$ cat src/rtl/serial_compare_ctrl.sv
// Multi-cycle unsigned magnitude comparator: walks 2-bit slices MSB-first through
// one shared comparator cell and stops at the first unequal slice.

module CompareCell2 (
    input  logic [1:0] a_i,
    input  logic [1:0] b_i,
    output logic       gt_o,
    output logic       eq_o
);
    assign gt_o = (a_i > b_i);
    assign eq_o = (a_i == b_i);
endmodule

module serial_compare_ctrl #(
    parameter int N = 16
) (
    input  logic                   clk_i,
    input  logic                   rst_i,
    input  logic                   start_i,
    input  logic [N-1:0]           a_i,
    input  logic [N-1:0]           b_i,
    output logic                   busy_o,
    output logic                   done_o,
    output logic                   gt_o,
    output logic                   eq_o,
    output logic                   lt_o,
    output logic [$clog2(N/2):0]   steps_o
);
    localparam int S  = N / 2;
    localparam int IW = (S > 1) ? $clog2(S) : 1;
    localparam int SW = $clog2(S) + 1;

    typedef enum logic [1:0] {
        IDLE,
        COMPARE,
        DONE
    } state_t;

    state_t         state_q, state_d;
    logic [N-1:0]   opA_q, opA_d;
    logic [N-1:0]   opB_q, opB_d;
    logic [IW-1:0]  idx_q, idx_d;
    logic           gt_q, gt_d;
    logic           eq_q, eq_d;
    logic           lt_q, lt_d;
    logic [SW-1:0]  steps_q, steps_d;

    logic [N-1:0]   shiftA, shiftB;
    logic           cellGt, cellEq;

    // Shifting the current slice to the top keeps the select index-free.
    assign shiftA = opA_q << {idx_q, 1'b0};
    assign shiftB = opB_q << {idx_q, 1'b0};

    CompareCell2 uCell (
        .a_i  (shiftA[N-1 -: 2]),
        .b_i  (shiftB[N-1 -: 2]),
        .gt_o (cellGt),
        .eq_o (cellEq)
    );

    always_comb begin
        state_d = state_q;
        opA_d   = opA_q;
        opB_d   = opB_q;
        idx_d   = idx_q;
        gt_d    = gt_q;
        eq_d    = eq_q;
        lt_d    = lt_q;
        steps_d = steps_q;
        case (state_q)
            IDLE: begin
                if (start_i) begin
                    opA_d   = a_i;
                    opB_d   = b_i;
                    idx_d   = '0;
                    gt_d    = 1'b0;
                    eq_d    = 1'b0;
                    lt_d    = 1'b0;
                    steps_d = '0;
                    state_d = COMPARE;
                end
            end
            COMPARE: begin
                if (!cellEq) begin
                    gt_d    = cellGt;
                    lt_d    = !cellGt;
                    eq_d    = 1'b0;
                    steps_d = SW'(idx_q) + SW'(1);
                    state_d = DONE;
                end else if (idx_q == IW'(S - 1)) begin
                    gt_d    = 1'b0;
                    lt_d    = 1'b0;
                    eq_d    = 1'b1;
                    steps_d = SW'(S);
                    state_d = DONE;
                end else begin
                    idx_d = idx_q + IW'(1);
                end
            end
            DONE: begin
                state_d = IDLE;
            end
            default: begin
                state_d = IDLE;
            end
        endcase
    end

    always_ff @(posedge clk_i) begin
        if (rst_i) begin
            state_q <= IDLE;
            opA_q   <= '0;
            opB_q   <= '0;
            idx_q   <= '0;
            gt_q    <= 1'b0;
            eq_q    <= 1'b0;
            lt_q    <= 1'b0;
            steps_q <= '0;
        end else begin
            state_q <= state_d;
            opA_q   <= opA_d;
            opB_q   <= opB_d;
            idx_q   <= idx_d;
            gt_q    <= gt_d;
            eq_q    <= eq_d;
            lt_q    <= lt_d;
            steps_q <= steps_d;
        end
    end

    assign busy_o  = (state_q != IDLE);
    assign done_o  = (state_q == DONE);
    assign gt_o    = gt_q;
    assign eq_o    = eq_q;
    assign lt_o    = lt_q;
    assign steps_o = steps_q;
endmodule

$ cat config.mk
export PLATFORM = sky130hd
export DESIGN_NAME = serial_compare_ctrl
export DESIGN_NICKNAME = d
export VERILOG_FILES = /design/src/rtl/serial_compare_ctrl.sv
export SDC_FILE = /design/constraint.sdc
export NUM_CORES = 1
export LEC_CHECK = 0
export BUFFER_PORTS_ARGS = -buffer_cell sky130_fd_sc_hd__buf_4
export CELL_PAD_IN_SITES_DETAIL_PLACEMENT = 1
export CELL_PAD_IN_SITES_GLOBAL_PLACEMENT = 1
export CORE_MARGIN = 10
export CORE_UTILIZATION = 30
export DETAILED_ROUTE_END_ITERATION = 7
export PLACE_DENSITY_LB_ADDON = 0.08
export SLEW_MARGIN = 20
export SYNTH_ARGS = -nofsm -noshare
export SYNTH_HDL_FRONTEND = slang
export SYNTH_HIERARCHICAL = 1
export SYNTH_SLANG_ARGS = --single-unit
$ cat constraint.sdc
create_clock -name clk_i -period 3.1 [get_ports clk_i]
set_input_delay 0.465 -clock clk_i [delete_from_list [all_inputs] [get_ports clk_i]]
set_output_delay 0.465 -clock clk_i [all_outputs]
set_load 0.01 [all_outputs]
Word level (Yosys, flattened, before mapping)

Index checks and enable logic that the tools add are counted.

Order comparisons: 1
Shift operators: 2
Multiply operators: 0
Div/mod/pow operators: 0
Equal/unequal tests: 8
Reduce and logical (&&, ||, !) cells: 8
Mux-type cells: 21
Bitwise gates (word level): 0
$add $sub $neg: 2

Operator list:

| kind                | count |
|---|---|
| $shl 16x4->16       | 2 |
| $mux 4              | 3 |
| $mux 3              | 3 |
| $pmux 4 s2          | 1 |
| $mux 1              | 6 |
| $mux 2              | 3 |
| $ne 2x2->1 const B  | 3 |
| $pmux 1 s2          | 3 |
| $pmux 3 s2          | 1 |
| $add 3x1->4 const B | 1 |
| $pmux 2 s2          | 1 |
| $reduce_and 2->1    | 2 |
| $reduce_and 4->1    | 1 |
| $reduce_bool 2->1   | 2 |
| $add 3x1->3 const B | 1 |
| $eq 3x3->1 const B  | 1 |
| $ne 3x3->1 const B  | 1 |
| $reduce_and 3->1    | 1 |
| $eq 2x1->1 const B  | 1 |
| $eq 2x2->1          | 1 |
| $eq 2x2->1 const B  | 1 |
| $gt 2x2->1          | 1 |
| $logic_not 2->1     | 1 |
| $logic_not 1->1     | 1 |

Word-level logic and storage cells: 50
Memory bits (read-only): 0
Output and inout bits: 9
Bits in latches: 0
Memory bits (writable): 0
Memories kept: 0
Bits of input ports: 35
Register bits: 44

Longest topological paths before layout

Gate-level depths: netlist of the first run.

Word-level depth: 5
Gate-level depth with buffers: 9
Gate-level depth less buffers: 8

Hierarchy

The synthesis of the first run kept the hierarchy.

Modules (own cells, without submodules):

| module              | cells an instance | times used | seq. area each (µm²) | area an instance (µm²) |
|---|---|---|---|---|
| serial_compare_ctrl | 201               | 1          | 880.8                | 1,858.0 |
| CompareCell2        | 8                 | 1          | 0.0                  | 60.1 |

Least setup slack after synthesis of the first run

Ideal clock, no wire load.

Path kind: flip-flop to flip-flop
From: register idx_q[0]
To: register idx_q[1]
Path slack: 0.534 ns
Data required time: 2.968 ns
Clock period less this slack: 2.566 ns
Arrival: 2.434 ns
Cell stages (with the launch flop): 9
Buffers on the path: 1
Library setup time: 0.132 ns
Cell sequence: dfxtp_1 -> buf_6 -> mux4_2 -> mux2_2 -> ha_1 -> and2_4 -> or4bb_1 -> nand3_1 -> a21oi_1

Word-level cells in the longest chain between the ends: 4
Elaborated cells on any way between the ends: 11
Classes of those cells: add/sub: 1; eq/ne: 4; shift: 2; mux: 3; reduce/logical: 1

Ends and longest elaborated chain:

| item                              | line | text |
|---|---|---|
| start: declaration                | 42   | `logic [IW-1:0] idx_q, idx_d;` |
| start signal: assignment          | 124  | `idx_q <= idx_d;` |
| $shl 16x4->16                     | 52   | `assign shiftA = opA_q << {idx_q, 1'b0};` |
| net shiftA[15]                    | 48   | `logic [N-1:0] shiftA, shiftB;` |
| $eq 2x2->1                        | 11   | `assign eq_o = (a_i == b_i);` |
| net cellEq                        | 49   | `logic cellGt, cellEq;` |
| $ne 2x2->1 (no source line)       | n/a  |  |
| $reduce_and 4->1 (no source line) | n/a  |  |

The timed path passes the listed nets, and every way through them passes these cells. The select of a mux whose other input is x is not followed.
A chain may end at the register's enable or synchronous reset.

Worst setup path in the final report of the first run

From: register idx_q[0]
To: register idx_q[2]

The elaborated chain is that of the path after synthesis.

==> results.toml, run 1 <==
[cts]
cts_tree = "done"
worstSkewPairLatency_ns = 0.29
postCtsResizedCells = 0
cts_made_buffers = 5
clock-root-buffer = "clkbuf_8"
cts_sinks = 44
postCtsSetupRepairBufs = 0
cts.htree.levels = 2
clk_pin_slew_ns = 0.08
cts.hold.buffers_added = 0
clock_path_buffers = 2

[sta]
setup_tns_ns = 0
setup_viol = 0
report.final.slew_viol_count = 0
tightest_slew_ns = 0.4607
fin_crit_ns = 2.838
grt_setup_unrepaired = "false"
skew_ns = 0.007133
max_freq_mhz = 352.3
setup_slack_ns = 0.2619
final-hold-violation-count = 0
slew_headroom_pct = 69.25
fin_crit_sh_pct = 91.55

[worst_setup_path]
regToRegStartpoint = "idx_q[0]"
worstPathArrival_ns = 3.00
required_ns = 3.26
worst-setup-path-type = "flip-flop to flip-flop"
start_kind = "flip-flop"
crit_start = "idx_q[0]"
endpoint_kind = "flip-flop"
cp_max_fo = 9

[placed_design]
pre_cts_ws_ns = 0.2539
gp_congestion = 0.7449
place_inst = 321
dpl_cell_area_sq_um = 2308
portBuffers = 43
dp_hpwl_um = 3527

[run_status]
status = "complete, no violations"

[power]
p_int_uw = 874.8
clkPwrFrac_pct = 26.6
p_sw_share_pct = 27.29
ir_worst_vdd_mv = 0.1705
total_leakage_power_uw = 0.0009678
netSwitchingPower_uw = 328.3
p_per_area_nw_per_um2 = 506.1
power_frac_seq_pct = 53.2
combPwrFrac_pct = 20.2

[synth]
yosys.area_share.simple_pct = 19.70
synthAdderAreaFrac_pct = 2.609
ys_ff_latch = 44
synth_area_sq_um = 1918
synth-compound-area-share_pct = 14.68
synth_xor_area_share_pct = 0
ys_types = 33
ys_warn_count = 6
synth-edff-count = 0
synth_top_family_by_area = "simple AND/OR/NAND/NOR gates"
synthMuxAreaShare_pct = 12.52
synth_top_flop_cell = "dfxtp_1"
syn_nets = 248
synthCells = 209
synthArstFlopShare_pct = 0
seq_area_frac_synth_pct = 45.92
avgSynthCellArea_sq_um = 9.177

[die]
die_w_um = 99.96
start_util_pct = 30.56
core.rowCount = 29
die_y_um = 99.96
io_pins = 44
die_area_sq_um = 9992
coreArea_sq_um = 6277

[drt]
dr.pass1.iters = 4
antenna_left = 0
wl_per_cell_um = 14.83
drcViolationCount = 0
vias = 1559
wl_met2_um = 2340
wl_met1_um = 2208
highest_layer = "met4"
via_per_inst = 4.782
wl_met3_um = 225
wirelength_um = 4836
dr.first_iter.drc_count = 39

[cells_and_area]
fin_util_pct = 37.87
area_growth_pct = 23.94
antennaDiodeCount = 0
finalNonFillerCells = 326
drive_above_1_share_pct = 27.71
finalNetCount = 290
stdcell_area_sq_um = 2377

[run]
drv_cap = 0

[worst_hold_path]
min_from = "b_i[12]"
hold_path.class = "input port to flip-flop"

[global_route]
grt-ovfl-total = 0
grt_pass1_wl_um = 8183
grt_pass1_vias = 1677
grt_start_max_net_pins = 42
antenna_found_initial = 0
grt.total_usage_pct = 9.966
-- registers in the layout, summed over array words and instances, names as in the netlist --
name / flops
steps_o: 4
eq_o: 1
gt_o: 1
opA_q: 16
state_q: 2
opB_q: 16
idx_q: 3
lt_o: 1
-- path summary, 6_finish.rpt --
check	end	cells past startpoint	slack (ns)
worst max-delay path	idx_q[2]	7	0.26
worst max register to register	idx_q[2]	7	0.26
worst min-delay path	opB_q[12]	3	0.42
worst min register to register	opA_q[0]	2	0.45
-- cell usage in the layout (no fill, tap or decap) --
cell type	n
nand3b_1	1
clkbuf_8	5
a2bb2oi_1	1
a211oi_1	1
nor3_1	2
mux4_2	4
or3b_1	1
nand2b_2	1
dfxtp_1	44
nand2b_1	2
or2_2	1
a22o_1	4
a21oi_1	37
nor3b_4	1
a31o_2	1
o2bb2ai_1	2
and4bb_2	1
mux4_1	4
buf_4	48
inv_1	4
nand2_1	66
or4bb_1	1
a21oi_2	1
and2_4	1
or3_1	1
nor2b_1	1
mux2_2	4
ha_1	4
nor2_1	1
o21ba_2	1
nand3_1	3
-- area by class of cell --
type	count	area, sq um
Clock buffer	5	68.82
Multi-Input combinational cell	148	955.9
Timing Repair Buffer	48	360.3
Tap cell	77	96.34
Fill cell	754	3900
Inverter	4	15.01
Sequential cell	44	880.8
-- cell usage after synthesis, types with 2 or more instances --
cell type,n,share of area (%)
nand2b_1,2,0.65
mux2_2,4,2.3
nand3_1,3,0.78
a21oi_1,37,9.7
buf_6,2,1.2
dfxtp_1,44,46
a22o_1,4,1.8
o2bb2ai_1,2,0.91
ha_1,4,2.6
mux4_1,4,5.5
buf_2,4,1.0
inv_1,4,0.78
nor3_1,2,0.52
nand2_1,66,13
mux4_2,4,4.7
clkbuf_1,6,1.2
-- worst max-delay path: stages (launching register included) --
cell	delay (ns)
dfxtp_1	0.61
mux4_2	0.57
mux2_2	0.28
ha_1	0.30
and2_4	0.20
or4bb_1	0.56
nand3_1	0.12
a21oi_1	0.06
-- logic make-up (layout without fill, tap and decap cells) --
family,Yosys count,count (layout)
AOI/OAI and AO/OA,48,48
adders and majority gates,4,4
buffers and inverters,17,57
DFF,44,44
muxes,12,12
and+or+nand+nor,84,84
-- power groups by stage --
stage | clock network, uW | logic [uW] | registers (uW)
global route | 358 | 276 | 647
CTS | 337 | 250 | 641
finish | 320 | 243 | 640
global placement | 0 | 247 | 654
floorplan | 0 | 168 | 639
detailed placement | 0 | 249 | 654
-- metal layers --
metal	GRT usage, %	vias to the layer above
met5	0	-
met2	15.88	27
li1	-	800
met1	12.37	728
met4	3.638	0
met3	3.022	4
-- per-stage QoR --
stage               total power [uW]  hold slack (ns)
finish                          1203           0.4173
floorplan                      807.5           0.4315
global placement               900.8           0.4463
CTS                             1227           0.4067
global route                    1281           0.4143
detailed placement             903.2           0.4481
No activity file was read; power rests on OpenSTA's default activity.
==> run 2: changes to the inputs <==
- clock period: 3.1 -> 2.7 ns (I/O delays scaled with it)
==> results.toml, run 2 (synthesis results as in run 1) <==
[run_status]
status = "complete, no violations"

[cts]
cts_made_buffers = 5
cts.hold.buffers_added = 0
cts.htree.levels = 2
postCtsSetupRepairBufs = 0
clk_pin_slew_ns = 0.08
cts_tree = "done"
worstSkewPairLatency_ns = 0.29
clock-root-buffer = "clkbuf_8"
cts_sinks = 44
clock_path_buffers = 2

[cells_and_area]
drive_above_1_share_pct = 30.86
area_growth_pct = 28.44
finalNonFillerCells = 333
final_common_cell = "nand2_1"
finalNetCount = 295
layout_common_cells = "nand2_1 (66), buf_4 (52), dfxtp_1 (42), a21oi_1 (36), clkbuf_8 (7)"
antennaDiodeCount = 0
fillers = 747

[worst_setup_path]
start_kind = "flip-flop"
required_ns = 2.86
endpoint_kind = "flip-flop"
cp_max_fo = 4
worstPathArrival_ns = 2.73
crit_start = "idx_q[1]"
worst-setup-path-type = "flip-flop to flip-flop"
regToRegStartpoint = "idx_q[1]"

[die]
die_y_um = 99.96
start_util_pct = 30.56
core.rowCount = 29
io_pins = 44
die_w_um = 99.96
coreArea_sq_um = 6277
die_area_sq_um = 9992

[placed_design]
gp_congestion = 0.7058
dp_hpwl_um = 3696
portBuffers = 43
place_inst = 326
pre_cts_ws_ns = -0.08214

[global_route]
use_met1_pct = 13.03
grt_start_max_net_pins = 42
antenna_found_initial = 0
grt_pass1_vias = 1743
grt_pass1_wl_um = 8473
grt-ovfl-total = 0
grt.met3_usage_pct = 3.297
met2_usage_pct = 16.38
grt.total_usage_pct = 10.35
grt-busiest-layer = "met2"

[drt]
wl_per_cell_um = 14.92
drcViolationCount = 0
vias = 1610
antenna_left = 0
dr.first_iter.drc_count = 46
wirelength_um = 4970
dr.pass1.iters = 4
via_per_inst = 4.835

[sta]
setup_slack_ns = 0.1310
grt_setup_unrepaired = "false"
setup_viol = 0
final-hold-violation-count = 0
fin_crit_ns = 2.569
report.final.slew_viol_count = 0
max_freq_mhz = 389.3
skew_ns = 0.006626
slew_headroom_pct = 58.67
tightest_slew_ns = 0.6192
fin_crit_sh_pct = 95.15
setup_tns_ns = 0

[worst_hold_path]
min_from = "b_i[11]"
hold_path.class = "input port to flip-flop"

[power]
finalPower_uw = 1485
p_per_area_nw_per_um2 = 602.9
ir_worst_vdd_mv = 0.2273
total_leakage_power_uw = 0.001013

[run]
drv_cap = 0
-- run 2: cell count changes in the layout (fill, tap and decap cells not counted), sizes merged --
cell / previous run / this run
buf: 48 / 53
clkbuf: 5 / 7
-- run 2: final timing paths --
path / to / slack (ns) / cells past startpoint
max: idx_q[0] / 0.13 / 7
min: opB_q[11] / 0.35 / 3
max reg2reg: idx_q[0] / 0.13 / 7
min reg2reg: opB_q[3] / 0.46 / 2
-- run 2: cell type report --
class,count,area [sq um],area share (%)
inverter,4,15.01,0.6094
timing repair buffer,53,410.4,16.66
multi-input combinational,148,959.7,38.95
clock buffer,7,96.34,3.911
tap,77,96.34,3.911
sequential,44,885.9,35.96
-- run 2: critical path, cell delays in order (launching register included) --
cell and delay [ns]:
dfxtp_2 0.39, mux4_1 0.59, mux2_2 0.28, ha_1 0.28, and2_4 0.14, or4bb_1 0.57
nand3_1 0.13, a21oi_1 0.06
-- run 2: stage by stage --
stage | hold WS [ns] | instance area [sq um] | utilization (%)
floorplan | 0.4315 | 1918 | -
global placement | 0.4396 | 2359 | 37.57
detailed placement | 0.4468 | 2359 | 37.57
CTS | 0.3448 | 2456 | 39.13
global route | 0.3517 | 2464 | 39.25
finish | 0.3544 | 2464 | 39.25
-- run 2: power breakdown --
group | total [uW] | internal [uW] | switching, uW
combinational | 311 | 162 | 149
clock | 443 | 228 | 215
sequential | 732 | 697 | 35.4
-- run 2: per-layer routing --
metal  share of wire, %  vias to the layer above
li1                   -                      812
met1                 47                      765
met2                 48                       29
met3                4.2                        4
met4               0.62                        0
met5                  0                        -
-- run 2: repair_timing --
action | in CTS | in global routing
setup endpoints to repair | 10 | 10
gates resized for setup | 1 | 3
pin swaps | 0 | 0
